===== src/rtl/rgmii_reset_pkg.sv =====
// Shared constants for the RGMII receive-side MAC reset sequencer.
package rgmii_reset_pkg;

  // Status vector layout: {link, speed[1:0], duplex}
  localparam int STATUS_W = 4;

  localparam logic [1:0] SPEED_10M  = 2'b00;
  localparam logic [1:0] SPEED_100M = 2'b01;
  localparam logic [1:0] SPEED_1G   = 2'b10;

  typedef enum logic [1:0] {
    HOLD    = 2'd0,
    RELEASE = 2'd1,
    RUN     = 2'd2
  } seq_state_e;

endpackage


===== src/rtl/rgmii_mac_reset_seq_if.sv =====
// Status-in / reset-out bundle between the PHY status source and the sequencer.
interface rgmii_mac_reset_seq_if #(
  parameter int N_RST = 2,
  parameter int CNT_W = 16
);

  logic             soft_rst;
  logic             inband_link_status;
  logic [1:0]       inband_clock_speed;
  logic             inband_duplex;
  logic [N_RST-1:0] rst_out;
  logic             link_up;
  logic [1:0]       speed_out;
  logic             duplex_out;
  logic [1:0]       seq_state;
  logic [CNT_W-1:0] change_cnt;

  modport master (
    output soft_rst, inband_link_status, inband_clock_speed, inband_duplex,
    input  rst_out, link_up, speed_out, duplex_out, seq_state, change_cnt
  );

  modport slave (
    input  soft_rst, inband_link_status, inband_clock_speed, inband_duplex,
    output rst_out, link_up, speed_out, duplex_out, seq_state, change_cnt
  );

endinterface


===== src/rtl/rgmii_status_debounce.sv =====
// Synchronises the PHY in-band status and accepts a new value only after it
// has been stable for DEBOUNCE_CYCLES cycles. o_event is high on the cycle
// whose closing edge commits the new value, so the consumer reacts on the
// same edge that the accepted vector changes.
module rgmii_status_debounce
  import rgmii_reset_pkg::*;
#(
  parameter int DEBOUNCE_CYCLES = 4
) (
  input  logic                rx_mac_aclk,
  input  logic                sys_rst,
  input  logic [STATUS_W-1:0] i_status,
  output logic [STATUS_W-1:0] o_accepted,
  output logic                o_event
);

  localparam int                DB_W    = $clog2(DEBOUNCE_CYCLES + 1);
  localparam logic [DB_W-1:0]   DB_LAST = DB_W'(DEBOUNCE_CYCLES - 1);

  logic [STATUS_W-1:0] r_sync1;
  logic [STATUS_W-1:0] r_sync2;
  logic [STATUS_W-1:0] r_prev;
  logic [STATUS_W-1:0] r_accepted;
  logic [DB_W-1:0]     r_stab;
  logic                w_pending;

  assign w_pending  = (r_sync2 != r_accepted) && (r_sync2 == r_prev);
  assign o_event    = w_pending && (r_stab == DB_LAST);
  assign o_accepted = r_accepted;

  // Two-flop synchroniser, stability counter and accepted-vector commit
  always_ff @(posedge rx_mac_aclk or posedge sys_rst) begin
    if (sys_rst) begin
      r_sync1    <= '0;
      r_sync2    <= '0;
      r_prev     <= '0;
      r_accepted <= '0;
      r_stab     <= '0;
    end else begin
      r_sync1 <= i_status;
      r_sync2 <= r_sync1;
      r_prev  <= r_sync2;
      if (!w_pending) begin
        r_stab <= '0;
      end else if (o_event) begin
        r_accepted <= r_sync2;
        r_stab     <= '0;
      end else begin
        r_stab <= r_stab + 1'b1;
      end
    end
  end

endmodule


===== src/rtl/rgmii_mac_reset_seq.sv =====
// Staged reset sequencer for the RGMII receive MAC pipeline.
//
//   state   | meaning
//   --------+-----------------------------------------------------------
//   HOLD    | all resets asserted, hold timer running (may wait on link)
//   RELEASE | resets dropped one stage per STAGE_GAP cycles, bit 0 first
//   RUN     | all resets released until the next restart
module rgmii_mac_reset_seq
  import rgmii_reset_pkg::*;
#(
  parameter int HOLD_CYCLES     = 16,
  parameter int DEBOUNCE_CYCLES = 4,
  parameter int N_RST           = 2,
  parameter int STAGE_GAP       = 4,
  parameter int HOLD_WHILE_DOWN = 1,
  parameter int CNT_W           = 16
) (
  input logic                  rx_mac_aclk,
  input logic                  sys_rst,
  rgmii_mac_reset_seq_if.slave seq_if
);

  localparam int HOLD_W = $clog2(HOLD_CYCLES);
  localparam int GAP_W  = (STAGE_GAP > 1) ? $clog2(STAGE_GAP) : 1;
  localparam int STG_W  = (N_RST > 1) ? $clog2(N_RST) : 1;

  localparam logic [HOLD_W-1:0] HOLD_LAST = HOLD_W'(HOLD_CYCLES - 1);
  localparam logic [GAP_W-1:0]  GAP_LAST  = GAP_W'(STAGE_GAP - 1);
  localparam logic [STG_W-1:0]  STG_LAST  = STG_W'(N_RST - 1);
  localparam bit                BLOCK_ON_DOWN = (HOLD_WHILE_DOWN != 0);

  logic [STATUS_W-1:0] w_status;
  logic [STATUS_W-1:0] w_accepted;
  logic                w_event;
  logic                w_restart;
  logic                w_hold_blocked;

  seq_state_e          r_state;
  logic [HOLD_W-1:0]   r_hold;
  logic [GAP_W-1:0]    r_gap;
  logic [STG_W-1:0]    r_stage;
  logic [N_RST-1:0]    r_rst;
  logic [CNT_W-1:0]    r_change_cnt;

  assign w_status = {seq_if.inband_link_status, seq_if.inband_clock_speed,
                     seq_if.inband_duplex};

  rgmii_status_debounce #(
    .DEBOUNCE_CYCLES (DEBOUNCE_CYCLES)
  ) u_debounce (
    .rx_mac_aclk (rx_mac_aclk),
    .sys_rst     (sys_rst),
    .i_status    (w_status),
    .o_accepted  (w_accepted),
    .o_event     (w_event)
  );

  assign w_restart      = w_event || seq_if.soft_rst;
  assign w_hold_blocked = BLOCK_ON_DOWN && !w_accepted[3];

  // Sequencer FSM: a restart from any state re-enters HOLD with counters cleared
  always_ff @(posedge rx_mac_aclk or posedge sys_rst) begin
    if (sys_rst) begin
      r_state <= HOLD;
      r_hold  <= '0;
      r_gap   <= '0;
      r_stage <= '0;
      r_rst   <= '1;
    end else if (w_restart) begin
      r_state <= HOLD;
      r_hold  <= '0;
      r_gap   <= '0;
      r_stage <= '0;
      r_rst   <= '1;
    end else begin
      case (r_state)
        HOLD: begin
          r_rst <= '1;
          if (r_hold != HOLD_LAST) begin
            r_hold <= r_hold + 1'b1;
          end else if (!w_hold_blocked) begin
            r_state <= RELEASE;
            r_hold  <= '0;
            r_gap   <= '0;
            r_stage <= '0;
          end
        end
        RELEASE: begin
          if (r_gap != GAP_LAST) begin
            r_gap <= r_gap + 1'b1;
          end else begin
            r_gap          <= '0;
            r_rst[r_stage] <= 1'b0;
            if (r_stage == STG_LAST) begin
              r_state <= RUN;
              r_stage <= '0;
            end else begin
              r_stage <= r_stage + 1'b1;
            end
          end
        end
        RUN: begin
          r_rst <= '0;
        end
        default: begin
          r_state <= HOLD;
          r_hold  <= '0;
          r_gap   <= '0;
          r_stage <= '0;
          r_rst   <= '1;
        end
      endcase
    end
  end

  // Count accepted status changes only; saturates rather than wrapping
  always_ff @(posedge rx_mac_aclk or posedge sys_rst) begin
    if (sys_rst) begin
      r_change_cnt <= '0;
    end else if (w_event && (r_change_cnt != '1)) begin
      r_change_cnt <= r_change_cnt + 1'b1;
    end
  end

  assign seq_if.rst_out    = r_rst;
  assign seq_if.seq_state  = r_state;
  assign seq_if.change_cnt = r_change_cnt;
  assign seq_if.link_up    = w_accepted[3];
  assign seq_if.speed_out  = w_accepted[2:1];
  assign seq_if.duplex_out = w_accepted[0];

endmodule


===== src/flat_wrapper.sv =====
// flat-port wrapper written by rule: the top's interface ports become plain ports
module rgmii_mac_reset_seq_flat import rgmii_reset_pkg::*;
#(
  parameter int HOLD_CYCLES     = 16,
  parameter int DEBOUNCE_CYCLES = 4,
  parameter int N_RST           = 2,
  parameter int STAGE_GAP       = 4,
  parameter int HOLD_WHILE_DOWN = 1,
  parameter int CNT_W           = 16
)
  (rx_mac_aclk, sys_rst, seq_if_soft_rst, seq_if_inband_link_status, seq_if_inband_clock_speed, seq_if_inband_duplex, seq_if_rst_out, seq_if_link_up, seq_if_speed_out, seq_if_duplex_out, seq_if_seq_state, seq_if_change_cnt);
  rgmii_mac_reset_seq_if #(.N_RST(N_RST), .CNT_W(CNT_W)) seq_if_i ();
  input logic rx_mac_aclk;
  input logic sys_rst;
  input wire logic [$bits(seq_if_i.soft_rst)-1:0] seq_if_soft_rst;
  input wire logic [$bits(seq_if_i.inband_link_status)-1:0] seq_if_inband_link_status;
  input wire logic [$bits(seq_if_i.inband_clock_speed)-1:0] seq_if_inband_clock_speed;
  input wire logic [$bits(seq_if_i.inband_duplex)-1:0] seq_if_inband_duplex;
  output wire logic [$bits(seq_if_i.rst_out)-1:0] seq_if_rst_out;
  output wire logic [$bits(seq_if_i.link_up)-1:0] seq_if_link_up;
  output wire logic [$bits(seq_if_i.speed_out)-1:0] seq_if_speed_out;
  output wire logic [$bits(seq_if_i.duplex_out)-1:0] seq_if_duplex_out;
  output wire logic [$bits(seq_if_i.seq_state)-1:0] seq_if_seq_state;
  output wire logic [$bits(seq_if_i.change_cnt)-1:0] seq_if_change_cnt;
  assign seq_if_i.soft_rst = seq_if_soft_rst;
  assign seq_if_i.inband_link_status = seq_if_inband_link_status;
  assign seq_if_i.inband_clock_speed = seq_if_inband_clock_speed;
  assign seq_if_i.inband_duplex = seq_if_inband_duplex;
  assign seq_if_rst_out = seq_if_i.rst_out;
  assign seq_if_link_up = seq_if_i.link_up;
  assign seq_if_speed_out = seq_if_i.speed_out;
  assign seq_if_duplex_out = seq_if_i.duplex_out;
  assign seq_if_seq_state = seq_if_i.seq_state;
  assign seq_if_change_cnt = seq_if_i.change_cnt;
  rgmii_mac_reset_seq #(.HOLD_CYCLES(HOLD_CYCLES), .DEBOUNCE_CYCLES(DEBOUNCE_CYCLES), .N_RST(N_RST), .STAGE_GAP(STAGE_GAP), .HOLD_WHILE_DOWN(HOLD_WHILE_DOWN), .CNT_W(CNT_W)) u_core (.rx_mac_aclk(rx_mac_aclk), .sys_rst(sys_rst), .seq_if(seq_if_i));
endmodule

===== config.mk =====
export PLATFORM = sky130hd
export DESIGN_NAME = rgmii_mac_reset_seq_flat
export DESIGN_NICKNAME = d
export VERILOG_FILES = /design/src/rtl/rgmii_reset_pkg.sv /design/src/rtl/rgmii_mac_reset_seq_if.sv /design/src/rtl/rgmii_status_debounce.sv /design/src/rtl/rgmii_mac_reset_seq.sv /design/src/flat_wrapper.sv
export SDC_FILE = /design/constraint.sdc
export NUM_CORES = 1
export LEC_CHECK = 0
export CAP_MARGIN = 20
export CORE_MARGIN = 5
export CORE_UTILIZATION = 42
export CTS_CLUSTER_SIZE = 20
export DETAILED_ROUTE_END_ITERATION = 16
export GPL_ROUTABILITY_DRIVEN = 0
export SETUP_SLACK_MARGIN = 0.3
export SLEW_MARGIN = 40
export SYNTH_ARGS = -nofsm -noshare
export SYNTH_HDL_FRONTEND = slang
export SYNTH_HIERARCHICAL = 1
export SYNTH_SLANG_ARGS = --single-unit

===== constraint.sdc =====
create_clock -name rx_mac_aclk -period 2.26 [get_ports rx_mac_aclk]
set_input_delay 0.452 -clock rx_mac_aclk [delete_from_list [all_inputs] [get_ports rx_mac_aclk]]
set_output_delay 0.452 -clock rx_mac_aclk [all_outputs]
set_load 0.05 [all_outputs]

==> metrics.csv <==
metric,value,unit
fin_worst_skew,4.20,ps
diodes,0,
synth_edf_count,0,
clock-sinks,46,
pin_count,31,
clockBufferDepth,2,
placed_cells,279,
worstHoldPathCells,0,
pre_cts_slack,111,ps
cp_max_fo,5,
grt_pass1_vias,1537,
reg2reg_to,u_core/u_debounce/o_accepted[2],
clkTransAtPathRegs,80,ps
grt_remaining_overflow,0,
use_met2,22.2,%
fillCellCount,449,
tns,0,ps
hold_buffers,0,
finalSetupViolations,0,
dr.pass1.iters,4,
die_w,81.3,um
p_total,1.85,mW
syn_avg_cell_area,12.0,sq um
met3_usage,3.88,%
synth_area_leaders,"dfrtp_1 (52%), ha_1 (4.1%), xnor2_1 (4.1%)",
tightest_slew,672,ps
r2r_cells,7,
fin_ws,290,ps
vias_per_cell,5.14,
grt_max_degree,28,
synth_top_area_cell,dfrtp_1,
slew_violations,0,
hold_viol,0,
vias,1522,
cts_tree,done,
synthArstFlopShare,100,%
synthFlopType,dfrtp_1,
outcome,finished clean,
met1_usage,17.8,%
ys_warn_count,6,
period_share,87.2,%
synthCells,178,
layout_common_cells,"dfrtp_1 (39), dlygate4sd2_1 (22), xnor2_1 (10), buf_4 (10), xor2_1 (9)",
multi_input_area,1070,sq um
start_util,42.6,%
synth_seq_cells,46,
reg2reg_slack,290,ps
cts-buffers-inserted,5,
max_slew_margin,55.1,%
wl_per_cell,13.9,um
syn_nets,192,
root_buffer,clkbuf_8,
end_kind,register,
fin_cells,296,
fmax,0.508,GHz
busiest_layer,met2,
final_common_cell,dfrtp_1,
hpwl,2950,um
arrival,2150,ps
insertion_delay,290,ps
hold_path_end,u_core/u_debounce/r_sync2[1],
yosysSeqAreaShare,54.0,%
hp-start,u_core/u_debounce/r_sync1[1],
p_per_area,657,nW/um^2
grt_setup_unrepaired,yes,
h-tree-depth,2,
irDropWorstVdd,0.399,mV
seq_area,1160,sq um
die_y,81.3,um
areaGrowthSynthToFinish,31.6,%
numPortBuffers,30,
leakage,1.35,nW
ant_nets,0,
max_stage_delay,430,ps
maxCapViolations,0,
synth_area,2140,sq um
r2r-start,u_core/u_debounce/r_sync2[0],
worstPathCellList,xor2_1 > nor4_2 > and3_4 > buf_4 > buf_4 > buf_6 > mux2_4,
cpMaxStageDelayCell,dfrtp_2,
grt_antenna_before_repair,0,
first_iter_violations,64,
grt_pass1_wl,7000,um
hp-class,reg -> reg,
coreArea,5010,sq um
nNetsFinal,239,
track_usage,13.8,%
crit_top_cell,buf_4,
cp-start-kind,register,
yosysTopAreaCellShare,51.6,%
drt_wl_total,4110,um
ys_types,45,
drive_above_1_share,26.5,%
layout_min_cycle_time,1970,ps
criticalPathCategory,reg -> reg,
route.detailed.drc,0,
die-area,6610,sq um
num_rows,26,
required,2440,ps
## final cells by class
class                   count  share of cell area [%]
repair buffers             41                    13.0
flip-flops and latches     46                    41.3
multi-input cells         124                    38.0
clock inverters             1                    1.07
clock buffers               7                    2.71
inverters                   7                   0.935
well taps                  70                    3.12
## through the flow
step	utilization, %	hold slack, ps	cell area, sq um
finish	56.1	352	2810
global route	56.1	359	2810
CTS	53.7	354	2690
detailed placement	50.7	335	2540
global placement	50.7	332	2540
floorplan	-	331	2150
## repair_timing
item,4_1_cts,5_1_grt
resized for setup,31,21
setup buffers,6,3
setup endpoints to repair,41,28
pin swaps,1,7
## power breakdown
part           internal (mW)  switching [mW]
clock                  0.331           0.255
sequential             0.885          0.0421
combinational          0.131           0.202
## per-layer routing
metal | share of wire (%) | wire length [um]
met1 | 44 | 1800
met2 | 51 | 2080
met4 | 1.4 | 59
met3 | 4.1 | 167
met5 | 0 | 0
## how the worst max path moves through the flow
stage / from / endpoint / slack, ps
finish: u_core/u_debounce/r_sync2[0] / u_core/u_debounce/o_accepted[2] / 290
CTS: u_core/u_debounce/r_sync2[3] / u_core/seq_if.change_cnt[12] / 270
floorplan: u_core/u_debounce/o_accepted[3] / u_core/seq_if.seq_state[0] / 280
detailed placement: u_core/u_debounce/r_sync2[2] / u_core/seq_if.change_cnt[9] / 110
global placement: u_core/u_debounce/o_accepted[3] / u_core/r_hold[1] / 190
global route: u_core/u_debounce/r_sync2[0] / u_core/seq_if.change_cnt[12] / 180
## synth_stat cells (3+ instances only)
master and n:
a31oi_1 4, nand2_1 11, a21oi_1 7, inv_1 7, nor2_1 11, xnor2_1 10
nand2b_1 4, ha_1 7, nand3_1 8, a31o_2 3, dfrtp_1 44, xor2_1 9
o21ai_0 8, nor3b_1 3, mux2_4 4
## sequential cells by signal, indices dropped and copies added, names as in the netlist
| name | cells |
|---|---|
| u_core/u_debounce/r_stab | 3 |
| u_core/r_stage | 1 |
| u_core/u_debounce/r_sync1 | 4 |
| u_core/seq_if.seq_state | 2 |
| u_core/u_debounce/o_accepted | 4 |
| u_core/r_hold | 4 |
| u_core/seq_if.rst_out | 2 |
| u_core/u_debounce/r_sync2 | 4 |
| u_core/u_debounce/r_prev | 4 |
| u_core/r_gap | 2 |
| u_core/seq_if.change_cnt | 16 |
## worst max-delay path, delay by kind of cell, from the launching register on
family / cells / cell delay [ps]
buf+inv: 3 / 370
mux: 1 / 300
xor+xnor: 1 / 160
simple gates: 2 / 590
flops: 1 / 430
## cells by family (layout without fill, tap and decap cells)
logic type	after synthesis	after routing	share of synthesized area, %
adder cells (fa/ha/maj)	7	7	4.10
buffers and inverters	8	56	1.76
flip-flops	46	46	54.0
AND/OR/NAND/NOR	57	57	17.2
multiplexers	6	6	3.81
AO/OA/AOI/OAI	35	35	11.4
XOR/XNOR	19	19	7.79
No activity file was read; power rests on OpenSTA's default activity.
